## src/rtl/serial_sub_pkg.sv

```systemverilog
// Shared types and defaults for the bit-serial subtractor.
package serial_sub_pkg;

  localparam int DEFAULT_WIDTH = 8;

  typedef enum logic [1:0] {
    IDLE  = 2'd0,
    SHIFT = 2'd1,
    DONE  = 2'd2
  } state_t;

endpackage

```

## src/rtl/full_subtractor.sv

```systemverilog
// One-bit full subtractor: d = a - b - bin, bout is the borrow into the next bit.
module full_subtractor (
  input  logic a,
  input  logic b,
  input  logic bin,
  output logic d,
  output logic bout
);

  assign d    = a ^ b ^ bin;
  assign bout = (~a & b) | (~(a ^ b) & bin);

endmodule

```

## src/rtl/serial_subtractor.sv

```systemverilog
// Bit-serial subtractor (diff = a - b), LSB first, one full_subtractor cell.
// Optional signed-overflow output when SERIAL_SUB_OVF_EN is defined.
//
// state | meaning
// IDLE  | waiting for start; operands captured on the accepting edge
// SHIFT | one bit step per cycle, WIDTH steps total
// DONE  | one-cycle done pulse; diff/borrow_out valid
module serial_subtractor
  import serial_sub_pkg::*;
#(
  parameter int WIDTH = DEFAULT_WIDTH
) (
  input  logic             clk,
  input  logic             rst_n,
  input  logic             start,
  input  logic [WIDTH-1:0] a,
  input  logic [WIDTH-1:0] b,
  output logic             busy,
  output logic             done,
  output logic [WIDTH-1:0] diff,
`ifdef SERIAL_SUB_OVF_EN
  output logic             ovf,
`endif
  output logic             borrow_out
);

  localparam int CNT_W = (WIDTH > 2) ? $clog2(WIDTH) : 1;
  localparam logic [CNT_W-1:0] CNT_LAST = CNT_W'(WIDTH - 1);

  state_t           state, state_nxt;
  logic [CNT_W-1:0] cnt;
  logic [WIDTH-1:0] a_sr, b_sr, res_sr;
  logic             borrow;
  logic             d_bit, b_next;
  logic             last_step;

`ifdef SERIAL_SUB_OVF_EN
  logic a_msb, b_msb;
`endif

  full_subtractor u_cell (
    .a    (a_sr[0]),
    .b    (b_sr[0]),
    .bin  (borrow),
    .d    (d_bit),
    .bout (b_next)
  );

  assign last_step = (state == SHIFT) && (cnt == CNT_LAST);

  always_ff @(posedge clk or negedge rst_n) begin
    if (!rst_n) state <= IDLE;
    else        state <= state_nxt;
  end

  always_comb begin
    state_nxt = state;
    case (state)
      IDLE:    if (start) state_nxt = SHIFT;
      SHIFT:   if (cnt == CNT_LAST) state_nxt = DONE;
      DONE:    state_nxt = IDLE;
      default: state_nxt = IDLE;
    endcase
  end

  always_comb begin
    busy = (state != IDLE);
    done = (state == DONE);
  end

  always_ff @(posedge clk or negedge rst_n) begin
    if (!rst_n) begin
      cnt    <= '0;
      a_sr   <= '0;
      b_sr   <= '0;
      res_sr <= '0;
      borrow <= 1'b0;
    end else if (state == IDLE && start) begin
      cnt    <= '0;
      a_sr   <= a;
      b_sr   <= b;
      borrow <= 1'b0;
    end else if (state == SHIFT) begin
      cnt    <= cnt + 1'b1;
      a_sr   <= a_sr >> 1;
      b_sr   <= b_sr >> 1;
      res_sr <= {d_bit, res_sr[WIDTH-1:1]};
      borrow <= b_next;
    end
  end

  // Result registers only move on the final step so they hold between operations.
  always_ff @(posedge clk or negedge rst_n) begin
    if (!rst_n) begin
      diff       <= '0;
      borrow_out <= 1'b0;
    end else if (last_step) begin
      diff       <= {d_bit, res_sr[WIDTH-1:1]};
      borrow_out <= b_next;
    end
  end

`ifdef SERIAL_SUB_OVF_EN
  // Operand MSBs are kept from accept time since a_sr/b_sr are shifted out.
  always_ff @(posedge clk or negedge rst_n) begin
    if (!rst_n) begin
      a_msb <= 1'b0;
      b_msb <= 1'b0;
      ovf   <= 1'b0;
    end else if (state == IDLE && start) begin
      a_msb <= a[WIDTH-1];
      b_msb <= b[WIDTH-1];
    end else if (last_step) begin
      ovf <= (a_msb ^ b_msb) & (d_bit ^ a_msb);
    end
  end
`endif

endmodule

```

## config.mk

```make
export PLATFORM = sky130hd
export DESIGN_NAME = serial_subtractor
export DESIGN_NICKNAME = d
export VERILOG_FILES = /design/src/rtl/serial_sub_pkg.sv /design/src/rtl/full_subtractor.sv /design/src/rtl/serial_subtractor.sv
export SDC_FILE = /design/constraint.sdc
export NUM_CORES = 1
export LEC_CHECK = 0
export BUFFER_PORTS_ARGS = -buffer_cell sky130_fd_sc_hd__buf_2
export CORE_MARGIN = 1
export CORE_UTILIZATION = 55
export DETAILED_ROUTE_END_ITERATION = 12
export PLACE_DENSITY = 0.79
export SYNTH_ARGS = -nofsm -noshare
export SYNTH_HDL_FRONTEND = slang
export SYNTH_HIERARCHICAL = 1
export SYNTH_SLANG_ARGS = --single-unit
```

## constraint.sdc

```tcl
create_clock -name clk -period 3.77 [get_ports clk]
set_input_delay 0.1885 -clock clk [delete_from_list [all_inputs] [get_ports clk]]
set_output_delay 0.1885 -clock clk [all_outputs]
set_load 0.005 [all_outputs]
```

==> impl_metrics.py <==
metrics = {
    "floorplan": {
        "pin_count": 30,
        "core_um2": 2810,
        "die_h_um": 56.9,
        "die_w_um": 56.9,
        "placementRows": 19,
        "initial_core_util_pct": 59.2,
        "die-area_um2": 3240,
    },
    "setup_path": {
        "critPathArrivalTime_ns": 1.43,
        "crit_buf_inv": 2,
        "crit_fanout": 15,
        "slowest_stage": "dfrtp_1",
        "critPathKind": "reg -> out",
        "critPathMaxStageDelay_ns": 0.45,
        "r2r_cells": 3,
        "crit_family": "buffers and inverters",
        "startpoint_type": "flip-flop",
        "required_ns": 3.58,
        "endpoint_kind": "output pin",
        "reg2reg_from": "state[1]",
        "cp.depth": 3,
        "timing.critical_path.from": "state[1]",
        "crit_chain": "inv_1 > nor2_1 > buf_2",
    },
    "cells_and_area": {
        "areaGrowthSynthToFinish_pct": 11.2,
        "final_common_cell": "dfrtp_1",
        "antenna_cells": 0,
        "fin_util_pct": 65.8,
        "drive_above_1_share_pct": 26.7,
        "final_cell_mix": "38 x dfrtp_1, 29 x buf_2, 21 x nand2_1",
        "finish.net_count": 194,
    },
    "synth": {
        "synthesis.instances": 144,
        "ys_warn_count": 6,
        "synth_edf_count": 0,
        "syn-num-nets": 166,
        "synth-async-reset-ratio_pct": 100,
        "syn_area_um2": 1660,
        "synth_ff_type": "dfrtp_1",
        "avgSynthCellArea_um2": 11.5,
        "synth.distinct_cells": 25,
        "yosysSeqAreaShare_pct": 57.3,
        "synth-seq-cells": 38,
    },
    "global_route": {
        "grt_start_max_net_pins": 39,
        "grt_pass1_wl_um": 5260,
        "grt_usage_pct": 21.6,
        "overflow": 0,
        "grt_pass1_vias": 1139,
        "antenna_found_initial": 0,
    },
    "routing": {
        "postRouteAntennaNets": 0,
        "vias": 1192,
        "post_drt_wl_per_cell_um": 15.5,
        "drc_errors": 4,
        "drtPass1Iterations": 8,
        "viasPerCell": 5.87,
        "drtIter0Drc": 74,
        "drt-total-wl_um": 3140,
    },
    "sta": {
        "slew_headroom_pct": 47.1,
        "period_share_pct": 42.8,
        "rsz0062_at_grt": "no",
        "hold_ws_ns": 0.104,
        "fin_setup_tns_ns": 0,
        "final_max_slew_viol_count": 0,
        "hold_violations": 0,
        "clock.fmax_ghz": 0.620,
        "tightestPinTransition_ns": 0.793,
        "finalSetupViolations": 0,
        "fin_crit_ns": 1.61,
        "skew_ns": 0.00285,
        "worst_slack_ns": 2.16,
    },
    "worst_hold_path": {
        "holdPathStages": 3,
        "hp-class": "in -> reg",
        "hold_start": "b[7]",
    },
    "clock_tree": {
        "cts_made_buffers": 5,
        "cts_resized": 0,
        "clock-sinks": 38,
        "cts_buffer_depth": 2,
        "clk_latency_ns": 0.33,
        "cts_hold_buffers": 1,
        "cts_max_level": 2,
        "postCtsSetupBuffers": 0,
        "cts.clk_slew.worst_paths_ns": 0.10,
        "cts_root_buf": "clkbuf_4",
        "cts_tree": "built",
    },
    "placement": {
        "dpl_worst_slack_ns": 2.29,
        "io_buffers": 29,
        "gp_congestion": 0.765,
        "dp_hpwl_um": 2190,
    },
    "run_status": {
        "status": "finished, violations left",
        "violations": "DRC",
    },
    "power_and_ir_drop": {
        "irDropWorstVdd_mv": 0.395,
        "p_per_area_nw_per_um2": 826,
        "power.leakage_nw": 0.936,
    },
    "flow_run": {
        "maxCapViolations": 0,
    },
}
==> area by class of cell <==
type	instances	area [µm²]
fillers	238	958
flip-flops and latches	38	951
multi-input cells	88	623
repair buffers	30	155
clock buffers	7	45.0
well taps	31	38.8
inverters	9	33.8
==> sequential cells by signal (all words and copies together), names as in the netlist <==
signal,count
a_sr,8
b_sr,8
borrow,1
borrow_out,1
cnt,3
diff,8
res_sr,7
state,2
==> cell usage after synthesis, types with 2 or more instances <==
| master | number | area (µm²) |
|---|---|---|
| dfrtp_1 | 38 | 951 |
| nand2_1 | 21 | 78.8 |
| o22ai_1 | 20 | 125 |
| a21oi_1 | 9 | 45.0 |
| inv_1 | 9 | 33.8 |
| mux2_4 | 9 | 135 |
| a2bb2oi_1 | 6 | 52.6 |
| buf_2 | 6 | 30.0 |
| nand2b_1 | 4 | 25.0 |
| a22o_1 | 3 | 26.3 |
| nor2_1 | 3 | 11.3 |
| ha_1 | 2 | 25.0 |
| o21ai_0 | 2 | 10.0 |
==> kinds of logic after synthesis <==
group / count (synthesis) / synth area share (%)
buf+inv: 18 / 5.20
simple gates: 33 / 9.42
fa+ha+maj: 3 / 2.71
compound gates: 43 / 17.3
mux: 9 / 8.14
flops: 38 / 57.3
==> tightest hold or removal path: stages <==
cell and delay [ns]:
buf_2 0.09, inv_1 0.05, o31ai_1 0.07
==> per-stage QoR <==
step / total power [mW] / cells / cell area [µm²]
2_1_floorplan: 1.18 / 144 / 1660
3_3_place_gp: 1.31 / 195 / 1790
3_5_place_dp: 1.35 / 195 / 1790
4_1_cts: 1.54 / 203 / 1850
5_1_grt: 1.64 / 203 / 1850
6_report: 1.53 / 203 / 1850
==> report_power, final <==
part | total (mW) | leakage [nW] | internal, mW | switching (mW)
sequential | 0.736 | 0.457 | 0.598 | 0.137
clock | 0.187 | 0.0254 | 0.0704 | 0.117
combinational | 0.603 | 0.454 | 0.311 | 0.292
total | 1.53 | 0.936 | 0.980 | 0.546
==> worst paths after layout <==
| kind | to | slack (ns) |
|---|---|---|
| setup / recovery | done | 2.16 |
| hold / removal | b_sr[7] | 0.10 |
| setup reg to reg | cnt[2] | 2.26 |
| hold reg to reg | cnt[0] | 0.50 |
| max in group asynchronous | cnt[2] | 2.80 |
| min in group asynchronous | b_sr[3] | 0.48 |
==> layer usage <==
layer | part of all wire [%] | up-vias | wire (µm) | track usage (%)
met5 | 0 | - | 0 | 0
met4 | 0.99 | 0 | 31 | 7.32
met3 | 3.7 | 4 | 116 | 7.26
met2 | 51 | 25 | 1600 | 32.9
met1 | 44 | 594 | 1400 | 29.4
li1 | - | 569 | - | -
No activity file was read; power rests on OpenSTA's default activity.
